==> config.mk <==
export PLATFORM = sky130hd
export DESIGN_NAME = demux_1to4_buf
export DESIGN_NICKNAME = d
export VERILOG_FILES = /design/src/rtl/demux_1to4_buf.sv
export SDC_FILE = /design/constraint.sdc
export NUM_CORES = 1
export LEC_CHECK = 0
export CORE_UTILIZATION = 45
export CTS_CLUSTER_DIAMETER = 50
export DETAILED_ROUTE_END_ITERATION = 7
export DONT_BUFFER_PORTS = 1
export PLACE_DENSITY_LB_ADDON = 0.12
export SYNTH_ARGS = -nofsm -noshare
export SYNTH_HDL_FRONTEND = slang
export SYNTH_SLANG_ARGS = --single-unit
==> constraint.sdc <==
create_clock -name clk -period 2.49 [get_ports clk]
set_input_delay 0.3735 -clock clk [delete_from_list [all_inputs] [get_ports clk]]
set_output_delay 0.3735 -clock clk [all_outputs]
set_load 0.01 [all_outputs]
==> src/rtl/demux_1to4_buf.sv <==
// demux_1to4_buf
//   Routes one input word stream to one of four single-entry output
//   channels. The destination comes either from sel_in or from an internal
//   round-robin pointer (auto_in=1). Each channel is a 1-deep holding
//   register with its own valid/ready handshake toward its consumer.
//
// Ports
//   clk          rising-edge clock
//   rst          synchronous active-high reset
//   d_in         input word (WIDTH bits)
//   valid_in     d_in is valid this cycle
//   ready_out    the selected destination can take d_in this cycle
//   sel_in       destination channel when auto_in=0
//   auto_in      1: destination is the round-robin pointer, 0: sel_in
//   q_out        channel k data at [k*WIDTH +: WIDTH]
//   q_valid_out  bit k: channel k holds a word
//   q_ready_in   bit k: consumer k takes the word this cycle
//   ptr_out      current round-robin pointer
//   acc_cnt_out  number of accepted input words, saturating at 16'hFFFF
module demux_1to4_buf #(
  parameter int WIDTH = 8
) (
  input  logic                 clk,
  input  logic                 rst,
  input  logic [WIDTH-1:0]     d_in,
  input  logic                 valid_in,
  output logic                 ready_out,
  input  logic [1:0]           sel_in,
  input  logic                 auto_in,
  output logic [4*WIDTH-1:0]   q_out,
  output logic [3:0]           q_valid_out,
  input  logic [3:0]           q_ready_in,
  output logic [1:0]           ptr_out,
  output logic [15:0]          acc_cnt_out
);

  logic [1:0] dst;
  logic       accept;

  function automatic logic [15:0] sat_inc(input logic [15:0] v);
    return (v == 16'hFFFF) ? v : v + 16'd1;
  endfunction

  assign dst = auto_in ? ptr_out : sel_in;

  // Only the selected channel gates the input: a full, non-popping
  // destination stalls the stream even when other channels are empty.
  assign ready_out = ~q_valid_out[dst] | q_ready_in[dst];
  assign accept    = valid_in & ready_out;

  // Channel registers, pointer and counter all update on the same edge.
  always_ff @(posedge clk) begin
    if (rst) begin
      q_out       <= '0;
      q_valid_out <= 4'b0000;
      ptr_out     <= 2'd0;
      acc_cnt_out <= 16'd0;
    end else begin
      for (int k = 0; k < 4; k++) begin
        if (accept && (dst == k[1:0])) begin
          // An accept wins over a pop on the same channel, so a word can
          // be replaced back-to-back without the valid flag dropping.
          q_out[k*WIDTH +: WIDTH] <= d_in;
          q_valid_out[k]          <= 1'b1;
        end else if (q_valid_out[k] && q_ready_in[k]) begin
          q_valid_out[k]          <= 1'b0;
        end
      end
      if (accept && auto_in) begin
        ptr_out <= ptr_out + 2'd1;
      end
      if (accept) begin
        acc_cnt_out <= sat_inc(acc_cnt_out);
      end
    end
  end

endmodule

==> results.toml <==
[clock_tree]
post_cts_resized = 0
ctsHtreeMaxLevel = 2
cts_setup_buffers = 0
cts_sinks = 54
clk_pin_slew_worst_paths_ps = 90
clock_tree_from_tritoncts = "done"
cts_buffer_depth = 2
worstSkewPairLatency_ps = 300
ctsHoldBuffers = 0
root_buffer = "sky130_fd_sc_hd__clkbuf_8"
cts-buffers-inserted = 5

[critical_path]
worst_ep_arrival_time_ps = 2490
data_required_time_at_the_worst_endpoint_ps = 2730
slowest_stage_delay_cp_ps = 570
timing.critical_path.to_type = "flip-flop"
path_cells = "nand4_1 -> or4_4 -> or3b_4 -> or4_1 -> a21oi_1"
critPathKind = "reg2reg"
critical_path.slowest_cell = "sky130_fd_sc_hd__or4_4"
critical_path.max_fanout = 7
crit_path_start_kind = "flip-flop"

[die]
die_area_sq_mm = 0.005314
ios = 73
initial_core_util = 0.4727
row_count = 25
coreArea_sq_mm = 0.004786
height_of_the_die_microns = 72.90
die-width_microns = 72.90

[sta]
layout_worst_path_cycle_share = 0.9042
finalClockSkew_ps = 4.949
post-route-min-period_ps = 2251
slew_violations = 0
rsz0062_at_grt = "no"
finalHoldViolations = 0
hold_ws_ps = 141.7
fmax_ghz = 0.4442
timing.slew.headroom = 0.5849
report.final.setup_viol = 0
final.setup.tns_ps = 0
timing_worst_slew_pin_value_ps = 620.8

[synth]
synthTopCellsByArea = "sky130_fd_sc_hd__dfxtp_1, sky130_fd_sc_hd__mux2i_1, sky130_fd_sc_hd__nor2_1, sky130_fd_sc_hd__mux2_2, sky130_fd_sc_hd__a21oi_1"
syn_std_cell_area_sq_mm = 0.002262
syn_avg_cell_area_sq_um = 9.505
yosys.cell_types.count = 36
synth.largest_area_cell = "sky130_fd_sc_hd__dfxtp_1"
ys_seq_elements = 54
synthesis.instances = 238
synth.top_cell.area_share = 0.4779
synth-seq-area-share = 0.4779
synth_fp_nets = 257
yosysWarningCount = 0

[grt]
grt_start_max_net_pins = 59
global_route.overflow_total = 0
grt_pass1_wl_microns = 7293
first_global_vias = 1487
grt_antenna_before_repair = 0
grt_use_total = 0.1793

[outcome]
run_status = "finished, final reports clean"

[placement]
buffer_ports.inserted = 0
dp_cells = 299
place.detailed.hpwl_microns = 3094
place.gp.congestion = 0.7327

[job]
maxCapViolations = 0

[cells_and_area]
mostFrequentLayoutCell = "sky130_fd_sc_hd__dfxtp_1"
final_cell_count_no_fill = 307
layout-area-overhead-vs-synth_pct = 9.071
final_core_utilization = 0.5156
layout.cells.most_common_list = "sky130_fd_sc_hd__dfxtp_1, sky130_fd_sc_hd__nor2_1, sky130_fd_sc_hd__mux2i_1"
antenna-diode-count = 0
n_fill_cell = 464
final_layout_size_suffix_gt1_frac = 0.09583
post_layout_net_count = 258

[power_and_ir_drop]
power.switching_fraction = 0.2291
p_switching_uw = 371.7
peakVddDrop_mv = 0.3468
p_int_uw = 1250
power_frac_clock = 0.355
p_comb_frac = 0.072
power.density_mw_per_mm2 = 657.4
leakagePower_uw = 0.001041
power.share.sequential = 0.573

[drt]
avgViaCountPerCell = 5.436
drt_wl_total_microns = 4588
drtAntennaViolNets = 0
drtIter0Drc = 95
wl_per_cell_microns = 14.94
drc = 0
routed-via-count = 1669
drt_pass1_iterations = 4

[worst_hold_path]
hold_path_class = "in2reg"
[cell type report]
| class | count | area [sq um] | share of cell area |
|---|---|---|---|
| multi-input cells | 165 | 1109 | 0.4493 |
| clock inverters | 2 | 37.54 | 0.01521 |
| inverters | 7 | 26.28 | 0.01065 |
| flip-flops and latches | 54 | 1081 | 0.4381 |
| repair buffers | 6 | 57.56 | 0.02333 |
| clock buffers | 6 | 72.57 | 0.02941 |
| well taps | 67 | 83.83 | 0.03398 |
[flip-flops by register name (all words and copies together), names as in the netlist]
| name | flops |
|---|---|
| acc_cnt_out | 16 |
| q_valid_out | 4 |
| q_out | 32 |
| ptr_out | 2 |
[Yosys cell counts]
| master | n |
|---|---|
| sky130_fd_sc_hd__dfxtp_1 | 54 |
| sky130_fd_sc_hd__nor2_1 | 42 |
| sky130_fd_sc_hd__mux2i_1 | 35 |
| sky130_fd_sc_hd__a21oi_1 | 12 |
| sky130_fd_sc_hd__clkbuf_1 | 11 |
| sky130_fd_sc_hd__nand3_1 | 8 |
| sky130_fd_sc_hd__inv_1 | 7 |
| sky130_fd_sc_hd__nand2_1 | 7 |
| sky130_fd_sc_hd__mux2_2 | 6 |
| sky130_fd_sc_hd__nor2b_1 | 5 |
| sky130_fd_sc_hd__o31ai_1 | 5 |
| sky130_fd_sc_hd__or4_1 | 5 |
| sky130_fd_sc_hd__nand2b_1 | 4 |
| sky130_fd_sc_hd__nor4_1 | 4 |
| sky130_fd_sc_hd__nand4_1 | 3 |
| sky130_fd_sc_hd__o21a_1 | 3 |
| sky130_fd_sc_hd__or3_1 | 3 |
| sky130_fd_sc_hd__nor3_1 | 2 |
| sky130_fd_sc_hd__nor3b_1 | 2 |
| sky130_fd_sc_hd__o21ai_0 | 2 |
| sky130_fd_sc_hd__o311ai_0 | 2 |
| sky130_fd_sc_hd__o41ai_1 | 2 |
| sky130_fd_sc_hd__a211oi_1 | 1 |
| sky130_fd_sc_hd__a2bb2oi_2 | 1 |
| sky130_fd_sc_hd__a31oi_1 | 1 |
| sky130_fd_sc_hd__and4_1 | 1 |
| sky130_fd_sc_hd__buf_2 | 1 |
| sky130_fd_sc_hd__ha_1 | 1 |
| sky130_fd_sc_hd__nand3b_1 | 1 |
| sky130_fd_sc_hd__nand4b_1 | 1 |
| sky130_fd_sc_hd__o21bai_1 | 1 |
| sky130_fd_sc_hd__o31a_1 | 1 |
| sky130_fd_sc_hd__or2_2 | 1 |
| sky130_fd_sc_hd__or3b_4 | 1 |
| sky130_fd_sc_hd__or4_4 | 1 |
| sky130_fd_sc_hd__xor2_1 | 1 |
[routing by layer]
| layer | vias to the layer above | share of wire | GRT usage |
|---|---|---|---|
| met5 | - | 0 | 0 |
| met4 | 0 | 0.012 | 0.06754 |
| met3 | 6 | 0.086 | 0.07459 |
| met2 | 52 | 0.45 | 0.2690 |
| met1 | 771 | 0.45 | 0.2299 |
| li1 | 840 | - | - |
[logic make-up (layout without fill, tap and decap cells)]
| family | Yosys count | in the layout | share of synthesized area |
|---|---|---|---|
| multiplexers | 41 | 41 | 0.1847 |
| buffers and inverters | 19 | 21 | 0.03208 |
| flip-flops | 54 | 54 | 0.4779 |
| XOR/XNOR | 1 | 1 | 0.003872 |
| AO/OA/AOI/OAI | 31 | 31 | 0.09293 |
| AND/OR/NAND/NOR | 91 | 91 | 0.2030 |
| adder cells (fa/ha/maj) | 1 | 1 | 0.005530 |
[per-stage QoR]
| stage | power, uW | area, sq um | setup slack [ps] |
|---|---|---|---|
| after global placement | 1067 | 2357 | 296.7 |
| after detailed placement | 1069 | 2357 | 255.5 |
| after CTS | 1649 | 2467 | 220.5 |
| after global routing | 1696 | 2467 | 86.13 |
| final | 1622 | 2467 | 238.5 |
| after floorplan | 1047 | 2262 | 392.6 |
[critical path, delay by kind of cell, from the launching register on]
kind / cells / cell delay [ps]
and+or+nand+nor: 4 / 1560
DFF: 1 / 480
AOI/OAI and AO/OA: 1 / 150
[power by group through the flow]
| stage | Clock [uW] | Sequential [uW] | Combinational, uW |
|---|---|---|---|
| floorplan | 0 | 943 | 105 |
| global placement | 0 | 950 | 117 |
| CTS | 600 | 930 | 119 |
| detailed placement | 0 | 950 | 119 |
| finish | 575 | 929 | 118 |
| global route | 631 | 934 | 130 |
[path summary, 6_finish.rpt]
kind	startpoint	cells past startpoint	endpoint	slack, ps
worst max-delay path	acc_cnt_out[3]	5	acc_cnt_out[15]	240
worst min-delay path	rst	1	acc_cnt_out[9]	140
worst max register to register	acc_cnt_out[3]	5	acc_cnt_out[15]	240
worst min register to register	acc_cnt_out[11]	2	acc_cnt_out[11]	540
No activity file was read; power rests on OpenSTA's default activity.
